`src/rtl/trig_pkg.sv`:
```
// Shared defaults, entry layout and helpers for the memory-write trigger capture stage.
package trig_pkg;

   localparam int NCH_DEF    = 3;
   localparam int DWIDTH_DEF = 32;
   localparam int TSW_DEF    = 32;
   localparam int DEPTH_DEF  = 16;
   localparam int CHW_DEF    = (NCH_DEF > 1) ? $clog2(NCH_DEF) : 1;

   // One captured hit: originating channel, timestamp of the hit cycle, sampled word.
   typedef struct packed {
      logic [CHW_DEF-1:0]    ch;
      logic [TSW_DEF-1:0]    ts;
      logic [DWIDTH_DEF-1:0] data;
   } trig_entry_t;

   // 16-bit add that sticks at all-ones instead of wrapping.
   function automatic logic [15:0] sat_add16(input logic [15:0] a, input logic [15:0] b);
      logic [16:0] s;
      s = {1'b0, a} + {1'b0, b};
      return s[16] ? 16'hFFFF : s[15:0];
   endfunction

endpackage

```
`src/rtl/trig_sync_fifo.sv`:
```
// Synchronous FIFO with a registered head entry and an occupancy output.
// Handshake: a write is taken when wr_valid_i && wr_ready_o; the head is
// consumed when rd_valid_o && rd_ready_i. A full FIFO still accepts a write
// in a cycle where its head is being consumed.
module trig_sync_fifo
   import trig_pkg::*;
#(
   parameter type      entry_t = trig_entry_t,
   parameter int       DEPTH   = DEPTH_DEF,
   localparam int      AW      = $clog2(DEPTH)
) (
   input  logic        clk,
   input  logic        rst_n,
   input  logic        wr_valid_i,
   output logic        wr_ready_o,
   input  entry_t      wr_data_i,
   output logic        rd_valid_o,
   input  logic        rd_ready_i,
   output entry_t      rd_data_o,
   output logic [AW:0] level_o
);

   entry_t      mem_q [DEPTH];
   entry_t      head_q, head_d;
   logic [AW:0] wr_ptr_q, wr_ptr_d, rd_ptr_q, rd_ptr_d;
   logic        empty, full, push, pop;

   // Extra pointer MSB separates full from empty when the low bits match.
   assign empty      = (wr_ptr_q == rd_ptr_q);
   assign full       = (wr_ptr_q[AW] != rd_ptr_q[AW]) && (wr_ptr_q[AW-1:0] == rd_ptr_q[AW-1:0]);
   assign pop        = !empty && rd_ready_i;
   assign wr_ready_o = !full || pop;
   assign push       = wr_valid_i && wr_ready_o;

   assign rd_valid_o = !empty;
   assign rd_data_o  = head_q;
   assign level_o    = wr_ptr_q - rd_ptr_q;

   // Next pointers and next head; a write into an (effectively) empty FIFO bypasses to the head.
   always_comb begin
      rd_ptr_d = rd_ptr_q + {{AW{1'b0}}, pop};
      wr_ptr_d = wr_ptr_q + {{AW{1'b0}}, push};
      head_d   = head_q;
      if (wr_ptr_d != rd_ptr_d) begin
         if (rd_ptr_d == wr_ptr_q) head_d = wr_data_i;
         else                      head_d = mem_q[rd_ptr_d[AW-1:0]];
      end
   end

   // Storage array; contents need no reset since the pointers qualify them.
   always_ff @(posedge clk) begin
      if (push) mem_q[wr_ptr_q[AW-1:0]] <= wr_data_i;
   end

   // Pointer and head registers.
   always_ff @(posedge clk or negedge rst_n) begin
      if (!rst_n) begin
         wr_ptr_q <= '0;
         rd_ptr_q <= '0;
         head_q   <= '0;
      end else begin
         wr_ptr_q <= wr_ptr_d;
         rd_ptr_q <= rd_ptr_d;
         head_q   <= head_d;
      end
   end

endmodule

```
`src/rtl/mem_trig_capture.sv`:
```
// Timestamps per-memory write hits, parks each in a one-deep pending slot and
// moves them (lowest channel first) into a FIFO drained over a valid/ready stream.
// Stream handshake: the head entry transfers on a cycle with out_valid && out_ready;
// head fields stay stable while out_valid && !out_ready.
module mem_trig_capture
   import trig_pkg::*;
#(
   parameter int  NCH    = NCH_DEF,
   parameter int  DWIDTH = DWIDTH_DEF,
   parameter int  TSW    = TSW_DEF,
   parameter int  DEPTH  = DEPTH_DEF,
   localparam int CHW    = (NCH > 1) ? $clog2(NCH) : 1,
   localparam int LW     = $clog2(DEPTH) + 1
) (
   input  logic                  clk,
   input  logic                  rst_n,
   input  logic [7:0]            addr_len,
   input  logic [NCH-1:0]        hit,
   input  logic [NCH*DWIDTH-1:0] hit_data,
   output logic                  out_valid,
   input  logic                  out_ready,
   output logic [CHW-1:0]        out_ch,
   output logic [DWIDTH-1:0]     out_data,
   output logic [TSW-1:0]        out_ts,
   output logic [LW-1:0]         level,
   output logic [NCH-1:0]        ovf,
   output logic [15:0]           drop_cnt
);

   typedef struct packed {
      logic [CHW-1:0]    ch;
      logic [TSW-1:0]    ts;
      logic [DWIDTH-1:0] data;
   } entry_t;

   typedef struct packed {
      logic [TSW-1:0]    ts;
      logic [DWIDTH-1:0] data;
   } slot_t;

   logic [TSW-1:0] ts_q;
   logic [NCH-1:0] pend_v_q, pend_v_d;
   slot_t          pend_q [NCH];
   slot_t          pend_d [NCH];
   logic [NCH-1:0] ovf_q, ovf_d;
   logic [15:0]    drop_q, drop_d;
   logic [NCH-1:0] gnt;
   logic           wr_valid, wr_ready;
   entry_t         wr_entry, head;

   // Free-running timestamp, wraps silently.
   always_ff @(posedge clk or negedge rst_n) begin
      if (!rst_n) ts_q <= '0;
      else        ts_q <= ts_q + TSW'(1);
   end

   // Fixed-priority pick of the lowest-index occupied slot as the FIFO write candidate.
   always_comb begin
      gnt      = '0;
      wr_valid = 1'b0;
      wr_entry = '0;
      for (int i = 0; i < NCH; i++) begin
         if (pend_v_q[i] && !wr_valid) begin
            wr_valid      = 1'b1;
            gnt[i]        = 1'b1;
            wr_entry.ch   = CHW'(i);
            wr_entry.ts   = pend_q[i].ts;
            wr_entry.data = pend_q[i].data;
         end
      end
   end

   // Slot update: drain frees the slot first so a same-cycle re-hit loads instead of dropping.
   always_comb begin
      logic [15:0] n_drop;
      pend_v_d = pend_v_q;
      pend_d   = pend_q;
      ovf_d    = ovf_q;
      n_drop   = '0;
      for (int i = 0; i < NCH; i++) begin
         if (gnt[i] && wr_ready) pend_v_d[i] = 1'b0;
         if (hit[i] && (addr_len > 8'(i))) begin
            if (!pend_v_d[i]) begin
               pend_v_d[i]    = 1'b1;
               pend_d[i].ts   = ts_q;
               pend_d[i].data = hit_data[i*DWIDTH +: DWIDTH];
            end else begin
               ovf_d[i] = 1'b1;
               n_drop   = n_drop + 16'd1;
            end
         end
      end
      drop_d = sat_add16(drop_q, n_drop);
   end

   // Pending slots, sticky overflow flags and the drop counter.
   always_ff @(posedge clk or negedge rst_n) begin
      if (!rst_n) begin
         pend_v_q <= '0;
         for (int i = 0; i < NCH; i++) pend_q[i] <= '0;
         ovf_q    <= '0;
         drop_q   <= '0;
      end else begin
         pend_v_q <= pend_v_d;
         for (int i = 0; i < NCH; i++) pend_q[i] <= pend_d[i];
         ovf_q    <= ovf_d;
         drop_q   <= drop_d;
      end
   end

   trig_sync_fifo #(
      .entry_t (entry_t),
      .DEPTH   (DEPTH)
   ) u_fifo (
      .clk        (clk),
      .rst_n      (rst_n),
      .wr_valid_i (wr_valid),
      .wr_ready_o (wr_ready),
      .wr_data_i  (wr_entry),
      .rd_valid_o (out_valid),
      .rd_ready_i (out_ready),
      .rd_data_o  (head),
      .level_o    (level)
   );

   assign out_ch   = head.ch;
   assign out_ts   = head.ts;
   assign out_data = head.data;
   assign ovf      = ovf_q;
   assign drop_cnt = drop_q;

endmodule

```
`config.mk`:
```
export PLATFORM = sky130hd
export DESIGN_NAME = mem_trig_capture
export DESIGN_NICKNAME = d
export VERILOG_FILES = /design/src/rtl/trig_pkg.sv /design/src/rtl/trig_sync_fifo.sv /design/src/rtl/mem_trig_capture.sv
export SDC_FILE = /design/constraint.sdc
export NUM_CORES = 2
export LEC_CHECK = 0
export CORE_MARGIN = 2
export CORE_UTILIZATION = 50
export DETAILED_ROUTE_END_ITERATION = 7
export MAX_ROUTING_LAYER = met4
export PLACE_DENSITY = 0.73
export SLEW_MARGIN = 20
export SYNTH_ARGS = -nofsm -noshare
export SYNTH_HDL_FRONTEND = slang
export SYNTH_SLANG_ARGS = --single-unit
```
`constraint.sdc`:
```
create_clock -name clk -period 14.75 [get_ports clk]
set_input_delay 2.95 -clock clk [delete_from_list [all_inputs] [get_ports clk]]
set_output_delay 2.95 -clock clk [all_outputs]
set_load 0.01 [all_outputs]
```
==> flow_summary.yaml <==
run_status:
  status: "completed"
min_path:
  hold_path.startpoint: "ovf[0]"
  hold_path_class: "reg2reg"
  min_to: "ovf[0]"
  worstHoldPathCells: 1
setup_path:
  reg2reg_to: "u_fifo.rd_data_o[9]"
  worst_ep_arrival_time_ps: 7470
  r2r-start: "u_fifo.wr_ptr_q[2]"
  cp.required_ps: 15390
  start_kind: "input pin"
  r2r_setup_slack_ps: 8990
  crit_slowest_cell: "ha_4"
  slowest_delay_ps: 1030
  crit_type: "in2reg"
  cp_max_fo: 75
  r2r_cells: 12
  endpoint_kind: "flop"
  cp_cell_sequence: "clkdlybuf4s50_1 -> and2_1 -> ha_4 -> ha_4 -> xor2_1 -> nor4_4 -> buf_4 -> buf_4 -> nand2_1 -> a31oi_1"
timing:
  setup_viol: 0
  fin_crit_ps: 6830
  holdWs_ps: 503
  setup_tns_ps: 0
  rsz0062_at_grt: "no"
  max_slew_margin: 0.223
  period_share: 0.463
  fin_skew_ps: 22.0
  slew_violations: 0
  clock.fmax_ghz: 0.146
  worst_pin_slew_ps: 1160
  finalHoldViolCount: 0
global_route:
  gr-usage-all-layers: 0.244
  grt_antenna_before_repair: 10
  grt_pass1_vias: 29754
  grt_pass1_wl_mm: 193
  overflow: 0
  grt_max_degree: 159
synth:
  yosysMostFrequentCell: "edfxtp_1"
  synth_top_area_frac: 0.589
  synth_edf_count: 1056
  yosysWarnings: 0
  yosys.area.top_type: "edfxtp_1"
  netlist_area_mm2: 0.0538
  synth_area_leaders: "edfxtp_1 59%, dfrtp_1 15%, mux4_2 11%"
  netlist_instances: 2866
  ys_types: 44
  synthArstFlopShare: 0.234
  synth_commonest_cells: "1056 x edfxtp_1, 322 x dfrtp_1, 264 x mux4_2, 196 x a22oi_1, 195 x mux2_2"
  syn_nets: 2991
  synth_seq_cells: 1378
  synth-seq-area-share: 0.739
  synth_flop_cell: "edfxtp_1"
  synth.avg_cell_area_um2: 18.8
floorplanning:
  die_w_um: 332
  ioPinCount: 201
  die_h_um: 332
  dieArea_mm2: 0.110
  initial_core_util: 0.503
  row_count: 120
  core_area_mm2: 0.107
routing:
  dr_wl_met2_mm: 65.3
  route.vias.total: 28744
  drt-wirelength-per-cell_um: 28.1
  drc: 0
  drt_wl_total_mm: 131
  drt_iter0_markers: 3525
  wl_met3_mm: 11.0
  top_layer: "met4"
  drt_pass1_iterations: 7
  met1_length_mm: 52.0
  via_per_inst: 6.18
  ant_nets: 0
clock_tree:
  cts_sinks: 1378
  postCtsHoldBufs: 0
  clk_latency_ps: 740
  ctsRootBufferMaster: "clkbuf_16"
  cts_buffers: 141
  clk_pin_slew_ps: 60
  cts_tree: "built"
  clockBufferDepth: 3
  cts-resized-gates: 0
  cts_post_setup_buffers_inserted: 0
  h-tree-depth: 4
final_layout:
  fin_nets: 3243
  drive_above_1_share: 0.252
  final_cells: 4648
  area_growth_pct: 16.0
placed_design:
  place.gp.congestion: 0.826
  portBuffers: 200
  dp_hpwl_mm: 69.6
  dp.cells: 4377
pwr:
  power.leakage_nw: 21.9
  ir_drop_mv: 0.218
  power_density_mw_per_mm2: 221
run:
  maxCapViolations: 0
-- kinds of logic after synthesis --
group | share of synthesized area
DFF | 0.739
muxes | 0.151
adders and majority gates | 0.00377
AOI/OAI and AO/OA | 0.0527
buffers and inverters | 0.0153
xor gates and xnor gates | 0.00955
and+or+nand+nor | 0.0284
-- cell usage in the layout (no fill, tap or decap), types with 23 or more instances in the layout --
| cell type | netlist | layout |
|---|---|---|
| mux4_2 | 264 | 264 |
| dfrtp_1 | 322 | 320 |
| a31oi_1 | 67 | 67 |
| nor2_1 | 101 | 85 |
| xnor2_1 | 35 | 35 |
| o21ai_1 | 0 | 24 |
| clkinv_2 | 0 | 23 |
| clkbuf_1 | 93 | 36 |
| a21o_1 | 69 | 69 |
| edfxtp_1 | 1056 | 1056 |
| clkbuf_16 | 0 | 143 |
| clkdlybuf4s50_1 | 0 | 199 |
| a22oi_1 | 196 | 196 |
| nand2_1 | 170 | 170 |
| buf_4 | 8 | 79 |
| mux2_2 | 195 | 195 |
| o21ai_0 | 70 | 25 |
-- stage by stage --
stage           util  total power [mW]  setup WS, ps  cell area, um^2
6_report       0.584              13.8          7920            62400
3_3_place_gp   0.540              10.2          7380            57700
5_1_grt        0.584              14.4          7730            62400
3_5_place_dp   0.540              10.3          7210            57700
4_1_cts        0.583              13.9          7960            62300
2_1_floorplan      -              8.69          6290            53800
-- report_power, final --
part           switching, mW  internal (mW)
Clock                   1.47           2.07
Sequential             0.318           5.10
Combinational           2.67           2.16
Total                   4.46           9.33
-- area by class of cell --
cell class | count | area [um^2]
Fill cell | 7608 | 44500
Sequential cell | 1378 | 39800
Multi-Input combinational cell | 1298 | 13500
Clock buffer | 201 | 4020
Timing Repair Buffer | 281 | 2640
Tap cell | 1403 | 1760
Clock inverter | 62 | 646
Inverter | 18 | 67.6
Antenna cell | 7 | 17.5
-- metal layers --
| layer | up-vias | track usage |
|---|---|---|
| met2 | 1317 | 0.387 |
| met4 | 0 | 0.0632 |
| met1 | 15263 | 0.327 |
| met3 | 183 | 0.0490 |
| met5 | - | - |
| li1 | 11981 | - |
-- registers in the layout, summed over array words and instances, names as in the netlist --
register and flops:
u_fifo.mem_q 1056, pend_q 192, u_fifo.rd_data_o 66, ts_q 32, drop_cnt 16, u_fifo.rd_ptr_q 5
u_fifo.wr_ptr_q 5, ovf 3, pend_v_q 3
-- critical path, delay by kind of cell --
| family | cells | cell delay, ps |
|---|---|---|
| xor+xnor | 1 | 280 |
| fa+ha+maj | 2 | 1200 |
| buf+inv | 3 | 2110 |
| simple gates | 3 | 640 |
| compound gates | 1 | 210 |
-- worst max path at each step --
stage | start | end
2_1_floorplan | out_ready | u_fifo.mem_q[0][0]
3_3_place_gp | out_ready | u_fifo.rd_data_o[7]
3_5_place_dp | out_ready | u_fifo.rd_data_o[9]
4_1_cts | out_ready | u_fifo.rd_data_o[9]
5_1_grt | addr_len[7] | drop_cnt[8]
6_report | out_ready | u_fifo.rd_data_o[9]
Power figures use the tool's default switching activity.
